===== src/rtl/ldtu_out_fifo_pkg.sv =====
// Shared LDTU output-FIFO constants: default geometry, idle word and mode-switch state encoding.
package ldtu_out_fifo_pkg;

  localparam int unsigned DEPTH_DEFAULT     = 8;
  localparam int unsigned WORD_W            = 32;
  localparam logic [31:0] IDLE_WORD_DEFAULT = 32'hEAAAAAAA;

  typedef enum logic {
    ST_RUN   = 1'b0,
    ST_FLUSH = 1'b1
  } state_e;

endpackage : ldtu_out_fifo_pkg


===== src/rtl/ldtu_fifo_mem.sv =====
// DEPTH x 32 storage array: synchronous write, combinational read at the read pointer.
module ldtu_fifo_mem
  import ldtu_out_fifo_pkg::*;
#(
  parameter int unsigned DEPTH = DEPTH_DEFAULT,
  parameter int unsigned AW    = $clog2(DEPTH)
) (
  input  logic              clk,
  input  logic              we_i,
  input  logic [AW-1:0]     waddr_i,
  input  logic [WORD_W-1:0] wdata_i,
  input  logic [AW-1:0]     raddr_i,
  output logic [WORD_W-1:0] rdata_o
);

  logic [WORD_W-1:0] mem_q [DEPTH];

  // Contents are left unreset; validity is tracked by the level counter.
  always_ff @(posedge clk) begin
    if (we_i) mem_q[waddr_i] <= wdata_i;
  end

  assign rdata_o = mem_q[raddr_i];

endmodule : ldtu_fifo_mem


===== src/rtl/ldtu_out_fifo.sv =====
// LDTU output FIFO: selects normal/fallback word stream, buffers words for the serializer,
// and flushes its contents for one cycle whenever the stream mode changes.
module ldtu_out_fifo
  import ldtu_out_fifo_pkg::*;
#(
  parameter int unsigned DEPTH     = DEPTH_DEFAULT,
  parameter logic [31:0] IDLE_WORD = IDLE_WORD_DEFAULT
) (
  input  logic                     CLK,
  input  logic                     rst_b,
  input  logic                     fallback,
  input  logic [31:0]              DATA_32,
  input  logic                     Load,
  input  logic [31:0]              DATA_32_FB,
  input  logic                     Load_FB,
  input  logic                     read_req,
  output logic [31:0]              DATA_out,
  output logic                     fifo_empty,
  output logic                     fifo_full,
  output logic [$clog2(DEPTH):0]   level,
  output logic                     overflow
);

  localparam int unsigned PW = $clog2(DEPTH);
  localparam int unsigned LW = PW + 1;

  state_e            state_q, state_d;
  logic              fallback_q;
  logic [PW-1:0]     wr_ptr_q, wr_ptr_d;
  logic [PW-1:0]     rd_ptr_q, rd_ptr_d;
  logic [LW-1:0]     level_q, level_d;
  logic              empty_q, full_q, ovf_q, ovf_d;
  logic [WORD_W-1:0] data_q, data_d;

  logic              run, wr_stb, wr_en, rd_en, drop;
  logic [WORD_W-1:0] wr_data, rd_data;

  ldtu_fifo_mem #(.DEPTH(DEPTH), .AW(PW)) u_mem (
    .clk     (CLK),
    .we_i    (wr_en),
    .waddr_i (wr_ptr_q),
    .wdata_i (wr_data),
    .raddr_i (rd_ptr_q),
    .rdata_o (rd_data)
  );

  // Next-state logic for pointers, occupancy, output word and mode FSM.
  always_comb begin
    run      = (state_q == ST_RUN);
    wr_stb   = fallback_q ? Load_FB : Load;
    wr_data  = fallback_q ? DATA_32_FB : DATA_32;
    rd_en    = run && read_req && (level_q != '0);
    wr_en    = run && wr_stb && (!full_q || rd_en);
    drop     = run && wr_stb && full_q && !read_req;

    state_d  = state_q;
    wr_ptr_d = wr_ptr_q;
    rd_ptr_d = rd_ptr_q;
    level_d  = level_q;
    data_d   = data_q;
    ovf_d    = ovf_q | drop;

    if (read_req) data_d = rd_en ? rd_data : IDLE_WORD;

    if (run) begin
      if (fallback != fallback_q) state_d = ST_FLUSH;
      if (wr_en) wr_ptr_d = wr_ptr_q + PW'(1);
      if (rd_en) rd_ptr_d = rd_ptr_q + PW'(1);
      if (wr_en && !rd_en)      level_d = level_q + LW'(1);
      else if (rd_en && !wr_en) level_d = level_q - LW'(1);
    end else begin
      state_d  = ST_RUN;
      wr_ptr_d = '0;
      rd_ptr_d = '0;
      level_d  = '0;
    end
  end

  always_ff @(posedge CLK) begin
    if (!rst_b) begin
      state_q    <= ST_RUN;
      fallback_q <= fallback;
      wr_ptr_q   <= '0;
      rd_ptr_q   <= '0;
      level_q    <= '0;
      empty_q    <= 1'b1;
      full_q     <= 1'b0;
      ovf_q      <= 1'b0;
      data_q     <= IDLE_WORD;
    end else begin
      state_q    <= state_d;
      fallback_q <= fallback;
      wr_ptr_q   <= wr_ptr_d;
      rd_ptr_q   <= rd_ptr_d;
      level_q    <= level_d;
      empty_q    <= (level_d == '0);
      full_q     <= (level_d == LW'(DEPTH));
      ovf_q      <= ovf_d;
      data_q     <= data_d;
    end
  end

  assign DATA_out   = data_q;
  assign fifo_empty = empty_q;
  assign fifo_full  = full_q;
  assign level      = level_q;
  assign overflow   = ovf_q;

endmodule : ldtu_out_fifo


===== config.mk =====
export PLATFORM = sky130hd
export DESIGN_NAME = ldtu_out_fifo
export DESIGN_NICKNAME = d
export VERILOG_FILES = /design/src/rtl/ldtu_out_fifo_pkg.sv /design/src/rtl/ldtu_fifo_mem.sv /design/src/rtl/ldtu_out_fifo.sv
export SDC_FILE = /design/constraint.sdc
export NUM_CORES = 1
export LEC_CHECK = 0
export ABC_AREA = 0
export CAP_MARGIN = 10
export CORE_MARGIN = 1
export CORE_UTILIZATION = 28
export DETAILED_ROUTE_END_ITERATION = 6
export PLACE_DENSITY = 0.56
export SYNTH_ARGS = -nofsm -noshare
export SYNTH_HDL_FRONTEND = slang
export SYNTH_SLANG_ARGS = --single-unit

===== constraint.sdc =====
create_clock -name CLK -period 8.3 [get_ports CLK]
set_input_delay 0.83 -clock CLK [delete_from_list [all_inputs] [get_ports CLK]]
set_output_delay 0.83 -clock CLK [all_outputs]
set_load 0.02 [all_outputs]

# Word level (Yosys, flattened, before mapping)
# Memories as Yosys holds them, arrays and structs flattened. A register that Yosys moved wholly into a read port is not among the register bits.
# Cells that the tools add are included.
dict set report op_classes {
  muxes 11
  n_addsub 4
  n_eq_ne 2
  reduce_logical 16
  bitwise_logic 3
}
# cell count
set op_table {}
lappend op_table {{$mux 32} 2}
lappend op_table {{$mux 4} 3}
lappend op_table {{$logic_and 1x1->1} 8}
lappend op_table {{$add 3x1->3 const B} 2}
lappend op_table {{$mux 3} 2}
lappend op_table {{$add 4x1->4 const B} 1}
lappend op_table {{$eq 4x4->1 const B} 1}
lappend op_table {{$logic_not 1->1} 4}
lappend op_table {{$logic_not 4->1} 1}
lappend op_table {{$mux 1} 4}
lappend op_table {{$reduce_bool 4->1} 1}
lappend op_table {{$sub 4x1->4 const B} 1}
lappend op_table {{$not 1->1} 2}
lappend op_table {{$reduce_or 2->1} 1}
lappend op_table {{$logic_or 1x1->1} 1}
lappend op_table {{$ne 1x1->1} 1}
lappend op_table {{$or 1x1->1} 1}
dict set report totals {
  n_memories 1
  out_inout_bits 39
  ff_bits 47
  word_cells 46
  ramBits 256
}
# name depth width read_ports rd_clocked_by_memory_dff wr line_no
set memory_table {}
lappend memory_table {u_mem.mem_q 8 32 1 1 1 ldtu_fifo_mem.sv:16} ;# logic [WORD_W-1:0] mem_q [DEPTH];

# Longest topological paths before layout
dict set report depth {
  word_depth 11
  mapped_depth 8
}

# By module
# Synthesis repeated with hierarchy kept, for this count alone.
dict set report unflattened {
  cells_unflattened 637
  hier_area_um2 12186.7
}
# mod instances area_per_inst_um2 cells_per_inst
set by_module_without_submodules {}
lappend by_module_without_submodules {ldtu_fifo_mem 1 9825.7 383}
lappend by_module_without_submodules {ldtu_out_fifo 1 2361.0 254}

# Least setup slack after synthesis
# Ideal clock, no wire load.
dict set report synth_timing {
  path_type {in2reg}
  startpoint {input port read_req}
  endpoint {memory u_mem.mem_q[0][0] (enable)}
  stages 5
  t_arrival_ps 4827
  setup_slack_ps 2972
  cell_sequence {buf_2 -> nor2b_1 -> nand2_1 -> a21o_1 -> nor4_1}
}
dict set report synth_between {
  elab_chain_len 6
}
# item line_no
set synth_rtl {}
lappend synth_rtl {{from (decl)} ldtu_out_fifo.sv:16} ;# input logic read_req,
lappend synth_rtl {{$logic_and 1x1->1 (2 in series)} ldtu_out_fifo.sv:52} ;# rd_en = run && read_req && (level_q != '0);
lappend synth_rtl {{$logic_or 1x1->1} ldtu_out_fifo.sv:53} ;# wr_en = run && wr_stb && (!full_q || rd_en);
lappend synth_rtl {{$logic_and 1x1->1} ldtu_out_fifo.sv:53}
lappend synth_rtl {{$mux 1} ldtu_fifo_mem.sv:20} ;# if (we_i) mem_q[waddr_i] <= wdata_i;
lappend synth_rtl {{$mux 1 (implied by the code)} ldtu_fifo_mem.sv:20}
lappend synth_rtl {{to (decl)} ldtu_fifo_mem.sv:16}
# Every way passes these cells.

# Final worst setup path
dict set report layout_timing {
  startpoint {input port read_req}
  endpoint {memory u_mem.mem_q[4][18] (enable)}
}
# The elaborated chain is that of the path after synthesis.

==> results.py <==
metrics = {
    "cells_and_area": {
        "final_nets": 822,
        "areaGrowthSynthToFinish_pct": 23.58,
        "fillers": 3948,
        "antennaDiodeCount": 0,
        "drive_above_1_share_pct": 25.39,
    },
    "global_route": {
        "track_usage_pct": 11.87,
        "grt_pass1_wl_um": 38990,
        "grt_pass1_vias": 6336,
        "antenna_found_initial": 0,
        "grt_overflow": 0,
        "grt_max_degree": 65,
    },
    "setup_path": {
        "start_kind": "primary input",
        "crit_arrival_ns": 4.57,
        "r2r-start": "level[0]",
        "end_kind": "flip-flop",
        "path_class": "in -> reg",
        "worstPathRequired_ns": 8.45,
        "crit_fanout": 37,
        "startpoint": "read_req",
    },
    "timing": {
        "finalSetupViolations": 0,
        "whs_ns": 0.4630,
        "maxSlewViolCount": 0,
        "hold_viol": 0,
        "worstMarginPinSlew_ns": 1.158,
        "fin_crit_ns": 4.414,
        "relSlewSlack_pct": 22.79,
        "tns_ns": 0,
        "rsz0062_at_grt": "false",
        "finalCritPeriodShare_pct": 53.18,
        "timing.fmax_mhz": 226.6,
        "finalClockSkew_ns": 0.02281,
    },
    "yosys": {
        "synth_enable_flop_cells": 256,
        "yosysMostFrequentCell": "edfxtp_1",
        "synth_seq_cells": 306,
        "syn_nets": 705,
        "ys_types": 43,
        "async_reset_ff_share_pct": 0,
        "synth_area_leaders": "edfxtp_1, mux4_2, dfxtp_1, mux2_2, o22ai_1",
        "ys_seq_area_share_pct": 72.67,
        "yosysTopAreaCell": "edfxtp_1",
        "yosys-top-cells-count": "edfxtp_1, mux4_2, dfxtp_1, mux2_2, o22ai_1",
        "synth_warnings": 0,
        "ys.flop_type": "edfxtp_1",
        "synth_top_area_share_pct": 64.29,
        "avgSynthCellArea_sq_um": 18.95,
        "synthesis.area_sq_um": 11960,
        "netlist_instances": 631,
    },
    "floorplanning": {
        "die_h_um": 208.6,
        "io_pins": 109,
        "core.rowCount": 75,
        "initial_core_util_pct": 28.44,
        "core-area_sq_um": 42040,
        "die_x_um": 208.6,
        "die_area_sq_um": 43530,
    },
    "drt": {
        "ant_nets": 0,
        "routedWlPerCell_um": 19.35,
        "dr.pass1.iters": 5,
        "initialDrtViolationCount": 318,
        "post_drt_via_cell_ratio": 4.623,
        "remaining_drc_errors": 0,
        "wl_um": 25370,
        "routed-via-count": 6061,
    },
    "clock_tree": {
        "cts_buffer_depth": 3,
        "ctsHoldBuffers": 0,
        "cts_num_sinks": 306,
        "cts_max_level": 2,
        "clk_pin_slew_ns": 0.06,
        "numCtsBuffers": 34,
        "cts_tree": "built",
        "post_cts_buffers": 0,
        "cts_root_buf": "clkbuf_16",
        "clock_latency_ns": 0.50,
        "cts_resized": 0,
    },
    "power_and_ir_drop": {
        "powerDensity_nw_per_um2": 254.4,
        "max-vdd-ir-drop_mv": 0.1283,
        "p_leak_nw": 4.567,
    },
    "worst_hold_path": {
        "min_from": "overflow",
        "hp-class": "reg -> reg",
    },
    "status": {
        "status": "finished, final reports clean",
    },
    "place": {
        "gp_congestion": 0.7198,
        "dpl.hpwl_um": 14760,
        "numPortBuffers": 108,
    },
    "flow_run": {
        "maxCapViolCount": 0,
    },
}
[report_power, final]
| group | total (mW) | internal (mW) | switching (mW) |
|---|---|---|---|
| clock network | 1.47 | 0.888 | 0.582 |
| registers | 1.79 | 1.74 | 0.0471 |
| logic | 0.503 | 0.257 | 0.246 |
| total | 3.76 | 2.88 | 0.876 |
[through the flow]
step | area (sq um) | util, % | power (mW) | cells | worst slack (ns)
5_1_grt | 14780 | 35.15 | 3.902 | 1311 | 3.473
2_1_floorplan | 11960 | - | 2.151 | 631 | 2.972
6_report | 14780 | 35.15 | 3.759 | 1311 | 3.886
3_5_place_dp | 13670 | 32.52 | 2.333 | 1251 | 3.328
4_1_cts | 14780 | 35.15 | 3.806 | 1311 | 3.831
3_3_place_gp | 13670 | 32.52 | 2.328 | 1251 | 3.360
[final cells by class]
type | count | area (sq um) | area share, %
Inverter | 18 | 67.56 | 0.4573
Timing Repair Buffer | 116 | 1131 | 7.655
Multi-Input combinational cell | 272 | 3102 | 20.99
Tap cell | 539 | 674.4 | 4.564
Clock buffer | 45 | 932.1 | 6.309
Sequential cell | 306 | 8698 | 58.87
Clock inverter | 15 | 170.2 | 1.152
[cell families (layout without fill, tap and decap cells)]
group | after synthesis | after routing | share of synthesized area (%)
muxes | 130 | 130 | 18.09
AOI/OAI and AO/OA | 52 | 52 | 3.066
and+or+nand+nor | 79 | 79 | 3.422
DFF | 306 | 306 | 72.67
adders and majority gates | 4 | 4 | 0.4186
buffers and inverters | 53 | 194 | 1.821
xor gates and xnor gates | 7 | 7 | 0.5128
[sequential cells by signal, summed over array words and instances, names as in the netlist, 3 cells and up, named ones only]
register	flops
rd_ptr_q	3
u_mem.mem_q	256
level	4
wr_ptr_q	3
DATA_out	32
[worst max-delay path: stages]
cell and delay, ns:
buf_2 0.70, nor2b_1 0.44, nand2_2 0.64, a21oi_1 0.50, nand2_1 0.28, nor3_2 0.68
buf_4 0.48
[per-layer routing]
layer  vias up  global-route usage (%)  wire (um)
li1       2763                       -          -
met1      3129                   16.67      12020
met2       135                   18.78      11750
met3        34                   2.344       1121
met4         0                   3.144        477
met5         -                       0          0
[placed cells by master (no fill, tap or decap), types with 2 or more instances in the layout]
master / synthesis / routed
nor3_2: 1 / 5
buf_4: 0 / 8
edfxtp_1: 256 / 256
nand2b_1: 4 / 4
dfxtp_2: 0 / 2
and2_1: 15 / 15
mux2i_1: 17 / 17
clkinvlp_4: 0 / 2
clkbuf_1: 20 / 7
nor2_1: 13 / 10
a21oi_1: 5 / 5
buf_2: 9 / 2
inv_1: 18 / 18
bufinv_16: 0 / 3
ha_1: 4 / 4
xnor2_1: 6 / 6
clkinv_2: 0 / 8
dfxtp_4: 0 / 2
nand4_1: 2 / 2
clkbuf_8: 0 / 4
nor3b_1: 2 / 2
dfxtp_1: 50 / 46
clkbuf_16: 0 / 34
a211oi_1: 3 / 3
clkdlybuf4s50_1: 0 / 106
nor2_4: 0 / 3
nand2_1: 28 / 27
mux4_2: 64 / 64
o22ai_1: 34 / 34
mux2_2: 49 / 49
[final timing paths]
kind	end	depth (start not counted)	slack, ns
worst max-delay path	u_mem.mem_q[4][18]	7	3.89
worst min-delay path	overflow	1	0.46
worst min register to register	overflow	1	0.46
worst max register to register	u_mem.mem_q[4][18]	8	4.35
No activity file was read; power rests on OpenSTA's default activity.
